<file path="src/rtl/iir_sample_sequencer_pkg.sv">
// Shared types for the IIR sample sequencer: stimulus modes, FSM states and
// the overrun counter width.
package iir_seq_pkg;

  typedef enum logic [1:0] {
    IMPULSE  = 2'd0,
    STEP     = 2'd1,
    EXTERNAL = 2'd2,
    ZERO     = 2'd3
  } mode_t;

  typedef enum logic [1:0] {
    IDLE      = 2'd0,
    WAIT_TICK = 2'd1,
    START     = 2'd2,
    WAIT_DONE = 2'd3
  } state_t;

  localparam int unsigned OVR_W = 16;

  // Saturating increment used by the overrun counter.
  function automatic logic [OVR_W-1:0] sat_inc(input logic [OVR_W-1:0] v);
    return (v == '1) ? v : v + 1'b1;
  endfunction

endpackage

</file>
<file path="src/rtl/iir_sample_sequencer_tick_gen.sv">
// Sample-rate tick generator: one tick every period+1 clocks while enabled.
module iir_tick_gen #(
  parameter int unsigned PERIOD_W = 16
) (
  input  logic                clk,
  input  logic                rst_n,
  input  logic                enable,
  input  logic [PERIOD_W-1:0] period,
  output logic                tick
);

  logic [PERIOD_W-1:0] cnt;
  logic                wrap;

  // >= rather than == so a period shortened mid-count wraps at once.
  assign wrap = (cnt >= period);
  assign tick = enable && wrap;

  always_ff @(posedge clk or negedge rst_n) begin
    if (!rst_n) begin
      cnt <= '0;
    end else if (!enable || wrap) begin
      cnt <= '0;
    end else begin
      cnt <= cnt + 1'b1;
    end
  end

endmodule

</file>
<file path="src/rtl/iir_sample_sequencer.sv">
// Sample-rate controller for the HLS IIR core: issues one ap_ctrl_hs
// transaction per tick and captures ap_return into y with a valid strobe.
module iir_sample_sequencer
  import iir_seq_pkg::*;
#(
  parameter int unsigned   DW       = 20,
  parameter int unsigned   PERIOD_W = 16,
  parameter int unsigned   BURST_W  = 10,
  parameter logic [DW-1:0] AMP      = DW'(20'h1_0000)
) (
  input  logic                clk,
  input  logic                rst_n,
  input  logic                enable,
  input  mode_t               mode,
  input  logic [PERIOD_W-1:0] period,
  input  logic [BURST_W-1:0]  burst_len,
  input  logic [DW-1:0]       ext_x,
  output logic                ap_start,
  input  logic                ap_ready,
  input  logic                ap_done,
  input  logic                ap_idle,
  output logic [DW-1:0]       x,
  input  logic [DW-1:0]       ap_return,
  output logic [DW-1:0]       y,
  output logic                y_valid,
  output logic [OVR_W-1:0]    overrun_cnt,
  output logic                busy
);

  state_t             state;
  logic               tick;
  logic [BURST_W-1:0] samp_cnt;
  logic [BURST_W-1:0] next_samp;
  logic [DW-1:0]      sel_x;
  logic               status_unused;

  // ap_idle is informational only; the handshake is driven by ready/done.
  assign status_unused = ap_idle;

  iir_tick_gen #(
    .PERIOD_W(PERIOD_W)
  ) u_tick_gen (
    .clk   (clk),
    .rst_n (rst_n),
    .enable(enable),
    .period(period),
    .tick  (tick)
  );

  always_comb begin
    sel_x     = '0;
    next_samp = samp_cnt;
    unique case (mode)
      IMPULSE: begin
        sel_x     = (samp_cnt == '0) ? AMP : '0;
        next_samp = (samp_cnt == '0) ? burst_len : samp_cnt - 1'b1;
      end
      STEP:     sel_x = AMP;
      EXTERNAL: sel_x = ext_x;
      default:  sel_x = '0;
    endcase
  end

  assign busy = (state == START) || (state == WAIT_DONE);

  always_ff @(posedge clk or negedge rst_n) begin
    if (!rst_n) begin
      state       <= IDLE;
      ap_start    <= 1'b0;
      x           <= '0;
      y           <= '0;
      y_valid     <= 1'b0;
      overrun_cnt <= '0;
      samp_cnt    <= '0;
    end else begin
      y_valid <= 1'b0;
      if (tick && (state == START || state == WAIT_DONE)) begin
        overrun_cnt <= sat_inc(overrun_cnt);
      end
      unique case (state)
        IDLE: begin
          samp_cnt <= '0;
          if (enable) state <= WAIT_TICK;
        end
        WAIT_TICK: begin
          if (!enable) begin
            state <= IDLE;
          end else if (tick) begin
            x        <= sel_x;
            samp_cnt <= next_samp;
            ap_start <= 1'b1;
            state    <= START;
          end
        end
        START: begin
          // A combinational core may finish in the same cycle it accepts.
          if (ap_ready) begin
            ap_start <= 1'b0;
            if (ap_done) begin
              y       <= ap_return;
              y_valid <= 1'b1;
              state   <= enable ? WAIT_TICK : IDLE;
            end else begin
              state <= WAIT_DONE;
            end
          end
        end
        WAIT_DONE: begin
          if (ap_done) begin
            y       <= ap_return;
            y_valid <= 1'b1;
            state   <= enable ? WAIT_TICK : IDLE;
          end
        end
        default: state <= IDLE;
      endcase
    end
  end

endmodule

</file>
<file path="config.mk">
export PLATFORM = sky130hd
export DESIGN_NAME = iir_sample_sequencer
export DESIGN_NICKNAME = d
export VERILOG_FILES = /design/src/rtl/iir_sample_sequencer_pkg.sv /design/src/rtl/iir_sample_sequencer_tick_gen.sv /design/src/rtl/iir_sample_sequencer.sv
export SDC_FILE = /design/constraint.sdc
export NUM_CORES = 1
export LEC_CHECK = 0
export CORE_MARGIN = 5
export CORE_UTILIZATION = 43
export DETAILED_ROUTE_END_ITERATION = 7
export PLACE_DENSITY = 0.77
export REMOVE_ABC_BUFFERS = 1
export SYNTH_ARGS = -nofsm -noshare
export SYNTH_HDL_FRONTEND = slang
export SYNTH_HIERARCHICAL = 1
export SYNTH_SLANG_ARGS = --single-unit
</file>
<file path="constraint.sdc">
create_clock -name clk -period 2.8 [get_ports clk]
set_clock_uncertainty 0.05 [all_clocks]
set_input_delay 0.56 -clock clk [delete_from_list [all_inputs] [get_ports clk]]
set_output_delay 0.56 -clock clk [all_outputs]
set_load 0.02 [all_outputs]
</file>
# Word-level counts from Yosys, hierarchy flattened
# Cells that the tools add are included.
[totals] inputBits=74 reg_bits=86 out_inout_bits=59
[classes] n_reduce_logical=17 n_bitwise=1 n_mux=26 magnitude_cmp=1 n_addsub=3 eq_ne=13
[op_table] operator="$pmux 20 s3" count=1
[op_table] operator="$mux 10" count=4
[op_table] operator="$mux 20" count=2
[op_table] operator="$pmux 20 s2" count=1
[op_table] operator="$add 16x1->16 const B" count=2
[op_table] operator="$pmux 10 s2" count=1
[op_table] operator="$mux 17" count=1
[op_table] operator="$eq 16x16->1 const B" count=1
[op_table] operator="$ge 16x16->1" count=1
[op_table] operator="$mux 16" count=1
[op_table] operator="$mux 2" count=6
[op_table] operator="$reduce_and 4->1" count=3
[op_table] operator="$logic_not 10->1" count=1
[op_table] operator="$ne 2x2->1 const B" count=5
[op_table] operator="$sub 10x1->10 const B" count=1
[op_table] operator="$pmux 2 s4" count=1
[op_table] operator="$eq 2x2->1 const B" count=3
[op_table] operator="$mux 1" count=6
[op_table] operator="$reduce_bool 2->1" count=3
[op_table] operator="$eq 2x1->1 const B" count=2
[op_table] operator="$logic_not 2->1" count=2
[op_table] operator="$pmux 1 s2" count=2
[op_table] operator="$reduce_and 2->1" count=2
[op_table] operator="$ne 3x3->1 const B" count=1
[op_table] operator="other kinds (6)" count=8

# Depth between registers and ports, before layout
# Gate-level depths: netlist of run 1.
[depth] ltp_word=6 depth_mapped=11

# By module
# Netlist of run 1, hierarchy kept.
[modules_own_cells] mod="iir_sample_sequencer" cells_per_inst=345 area_each_um2=3271.9 n_inst=1 seq_area_each_um2=1751.7
[modules_own_cells] mod="iir_tick_gen" cells_per_inst=127 area_each_um2=1182.4 n_inst=1 seq_area_each_um2=400.4

# Least setup slack after synthesis of run 1
# No wires, ideal clock.
[synth_path] path_kind="input-to-reg" startpoint="input port period[13]" endpoint="register samp_cnt[2]" n_path_buf=0 setup_time_ps=124 required_ps=2626 cell_stages=10 arrival_time_ps=2708 slack_ps=-82 path_cell_list="inv_1 ha_1 nand4_1 nor3_1 nor4_2 a31oi_1 nand4bb_1 a21oi_1 o21ai_0 a211o_1"
[synth_via] elab_chain_len=4
[synth_lines] element="start, declared" line="iir_sample_sequencer.sv:15" rtl="input logic [PERIOD_W-1:0] period,"
[synth_lines] element="$ge 16x16->1" line="iir_sample_sequencer_tick_gen.sv:16" rtl="assign wrap = (cnt >= period);"
[synth_lines] element="$logic_and 1x1->1" line="iir_sample_sequencer_tick_gen.sv:17" rtl="assign tick = enable && wrap;"
[synth_lines] element="named net tick" line="iir_sample_sequencer.sv:31" rtl="logic tick;"
[synth_lines] element="$ne 2x2->1 (no line)"
[synth_lines] element="$reduce_and 4->1 (no line)"
[synth_lines] element="end signal, assigned" line="iir_sample_sequencer.sv:90" rtl="samp_cnt <= next_samp;"
[synth_lines] element="end, declared" line="iir_sample_sequencer.sv:32" rtl="logic [BURST_W-1:0] samp_cnt;"
# The timed path passes the listed nets, and every way through them passes these cells.
# A chain may end at the register's enable or synchronous reset.

# Worst setup path in the final report of run 1
[layout_path] startpoint="input port period[1]" endpoint="register overrun_cnt[14]"
[layout_via] elab_chain_len=4
[layout_lines] element="$ge 16x16->1" line="iir_sample_sequencer_tick_gen.sv:16"
[layout_lines] element="$logic_and 1x1->1" line="iir_sample_sequencer_tick_gen.sv:17"
[layout_lines] element="named net tick" line="iir_sample_sequencer.sv:31"
[layout_lines] element="$logic_and 1x1->1" line="iir_sample_sequencer.sv:77" rtl="if (tick && (state == START || state == WAIT_DONE)) begin"
[layout_lines] element="$reduce_and 2->1 (no line)"
[layout_lines] element="end signal, assigned" line="iir_sample_sequencer.sv:78" rtl="overrun_cnt <= sat_inc(overrun_cnt);"
[layout_lines] element="end, declared" line="iir_sample_sequencer.sv:26" rtl="output logic [OVR_W-1:0] overrun_cnt,"
# The timed path passes the listed nets, and every way through them passes these cells.

==> results of run 1 <==
[report_power, final]
part	internal [mW]	leakage [nW]	switching [mW]	total, mW
Combinational	0.156	1.71	0.127	0.283
Clock	0.444	0.103	0.466	0.909
Sequential	1.26	1.18	0.0157	1.28
Total	1.86	3.00	0.608	2.47
[repair_timing]
item	CTS	global route
pin swaps	15	5
setup endpoints to repair	16	13
buffers inserted	4	1
endpoints found under the hold margin	0	0
gates cloned	1	0
resized for setup	29	2
[metal layers]
layer / GRT usage / wire [µm] / vias up
met5: 0 / 0 / -
met4: 0.0543 / 146 / 0
met3: 0.0598 / 745 / 13
met2: 0.314 / 5510 / 108
met1: 0.223 / 4830 / 1845
li1: - / - / 1906
[layout make-up]
class / instances / area, µm² / area share
timing repair buffer: 158 / 1520 / 0.238
tap: 136 / 170 / 0.0267
clock buffer: 10 / 138 / 0.0216
sequential: 86 / 2150 / 0.337
inverter: 25 / 93.8 / 0.0147
clock inverter: 6 / 68.8 / 0.0108
multi-input combinational: 344 / 2240 / 0.351
[state kept, by name (all words and copies together) (netlist names)]
signal,flops
ap_start,1
y,20
state,2
u_tick_gen/cnt,16
x,20
y_valid,1
samp_cnt,10
overrun_cnt,16
[cell usage after synthesis (all sizes together) (2+ instances only)]
master | count | area, µm²
nor4 | 9 | 92.6
mux2 | 2 | 22.5
nand3 | 14 | 70.1
or2 | 3 | 18.8
or3 | 3 | 18.8
nand4 | 11 | 111
a21oi | 8 | 43.8
nor4b | 2 | 32.5
dfrtp | 86 | 2150
o211ai | 2 | 15.0
nor3 | 12 | 60.1
ha | 20 | 250
xnor2 | 6 | 52.6
and2 | 2 | 12.5
buf | 6 | 45.0
inv | 25 | 93.8
a31oi | 4 | 25.0
nand2 | 121 | 454
a32o | 2 | 20.0
nor2 | 28 | 133
o21ai | 33 | 165
mux2i | 4 | 40.0
nor2b | 3 | 18.8
clkbuf | 11 | 41.3
o2bb2ai | 3 | 26.3
and4 | 6 | 52.6
xor2 | 23 | 201
nand2b | 2 | 12.5
nor3b | 4 | 30.0
and3 | 8 | 50.1
[worst max-delay path, delay by kind of cell]
kind | cells | cell delay [ps]
fa+ha+maj | 1 | 290
buf+inv | 3 | 670
compound gates | 2 | 520
xor+xnor | 1 | 140
simple gates | 4 | 740
[per-stage QoR]
step | setup slack [ps] | cells
2_1_floorplan | -474 | 455
3_3_place_gp | -440 | 743
3_5_place_dp | -512 | 743
4_1_cts | 4.50 | 764
5_1_grt | -27.3 | 765
6_report | 66.6 | 765
[cells by family (layout without fill, tap and decap cells)]
kind of cell,after synthesis,in the layout,synth area share
AND/OR/NAND/NOR,231,231,0.272
XOR/XNOR,29,29,0.0570
buffers and inverters,42,199,0.0404
adder cells (fa/ha/maj),20,20,0.0562
AO/OA/AOI/OAI,58,58,0.0775
flip-flops,86,86,0.483
multiplexers,6,6,0.0140
[how the worst max path moves through the flow]
stage / startpoint / endpoint / slack (ps)
final: period[1] / overrun_cnt[14] / 70
after global routing: period[6] / overrun_cnt[5] / -30
after CTS: period[6] / samp_cnt[2] / 5
after detailed placement: period[13] / samp_cnt[2] / -510
after global placement: period[13] / samp_cnt[2] / -440
after floorplan: period[13] / samp_cnt[0] / -470
==> impl_results.md, run 1 <==
- Outcome: completed
- Clock sinks: 86
- Grt ovf: 0
- R2R cell count: 12
- Die ar.: 12,500 µm²
- DR pass1 iterations: 4
- Clock latency at the later pin of the worst-skew pair: 350 ps
- Unique masters post-synth: 51
- Worst EP arrival: 2930 ps
- Mapped cell area: 4450 µm²
- Fin crit period: 2730 ps
- Final Power: 2.47 mW
- Initial detailed-routing violation count: 136
- Fin. max-slew vios: 0
- RR Endpoint: samp_cnt[9]
- CTS tree: built
- Largest net degree at the start of global routing: 48
- Worst path slowest cell: clkdlybuf4s50_1
- Placed inst area: 6020 µm²
- Via count: 3,872
- PwrDens: 387 nW/µm²
- Flops & latches, synth: 86
- CTS Hold Bufs: 0
- CP cell instances: clkdlybuf4s50_1 -> inv_1 -> ha_1 -> a2111o_1 -> nand4_2 -> a31oi_1 -> buf_4 -> and4_1 -> and2_1 -> and4_1 -> xor2_1
- Initial Util: 0.435
- RSZ-0062 raised after global routing: true
- Reg2reg setup slack: 210 ps
- Die Span Y: 112 µm
- Min-Delay Path Class: in2async
- Core ar.: 10,200 µm²
- Data required, critical path: 2990 ps
- Endpoints failing hold: 0
- Area grow syn2layout: 43.3%
- Detailed Place HPWL: 8240 µm
- Nets@finish: 718
- Critical-path maximum fanout: 5
- Top_reg_cell synth: dfrtp_1
- Setup Viol. Count Final: 0
- FFs w/ async S/R, synth: 1.00
- Worst vdd ir: 0.313 mV
- Share of cells above drive strength 1: 0.141
- I/O pins: 133
- # DRC: 0
- FMAX: 366 MHz
- H-Tree Level Count: 3
- Mapped Cells: 472
- Max incr delay on CP: 460 ps
- Clock Tree Root: clkbuf_8
- Path type of the worst setup path: in2reg
- Rel. slew slack: 0.539
- Number of cell rows: 37
- Setup TNS: 0 ps
- Min Hold Slack: 124 ps
- Worst Tran Pin Value: 685 ps
- First-pass GRT wire length: 19,000 µm
- WL final: 11,200 µm
- Most frequent CP cell: and4_1
- Syn_area_per_cell: 9.44 µm²
- Commonest non-fill, non-tap cell in the layout: clkdlybuf4s50_1
- # diodes: 0
- Cell area after layout: 6380 µm²
- CP startpoint kind: primary input
- Routed WL per cell: 14.7 µm
- Initial antenna violation count: 0
- All-layer global routing usage: 0.184
- Register area share after synthesis: 0.483
- MaxCap Viol Count: 0
- CP endpoint kind: flop
- Die width: 112 µm
- Via/cell ratio: 5.06
- Commonest non-fill, non-tap cells in the layout: clkdlybuf4s50_1, nand2_1, dfrtp_1
- EDFF count, synth: 0
- # port buffers: 131
- Total CTS buffers: 9
- Clock Path Buffers: 2
- GP Congestion: 0.872
- Vias in the first global route: 3,970
- Remaining antenna violation count: 0
- Fin util: 0.624
- Fill cell count: 855
- Crit share post-route: 0.976
- Yosys warns: 6
- LEAKAGE: 3.00 nW
- Reg-to-reg startpoint: u_tick_gen/cnt[13]
- Clock Pin Slew Worst Setup and Hold Paths: 100 ps
(Power assumes the default switching activity.)
==> run 2, diff against run 1 <==
Settings changed: CTS_CLUSTER_SIZE set to 40.
==> results of run 2 <==
No change in the layout: final DEF, timing and power equal those of run 1.
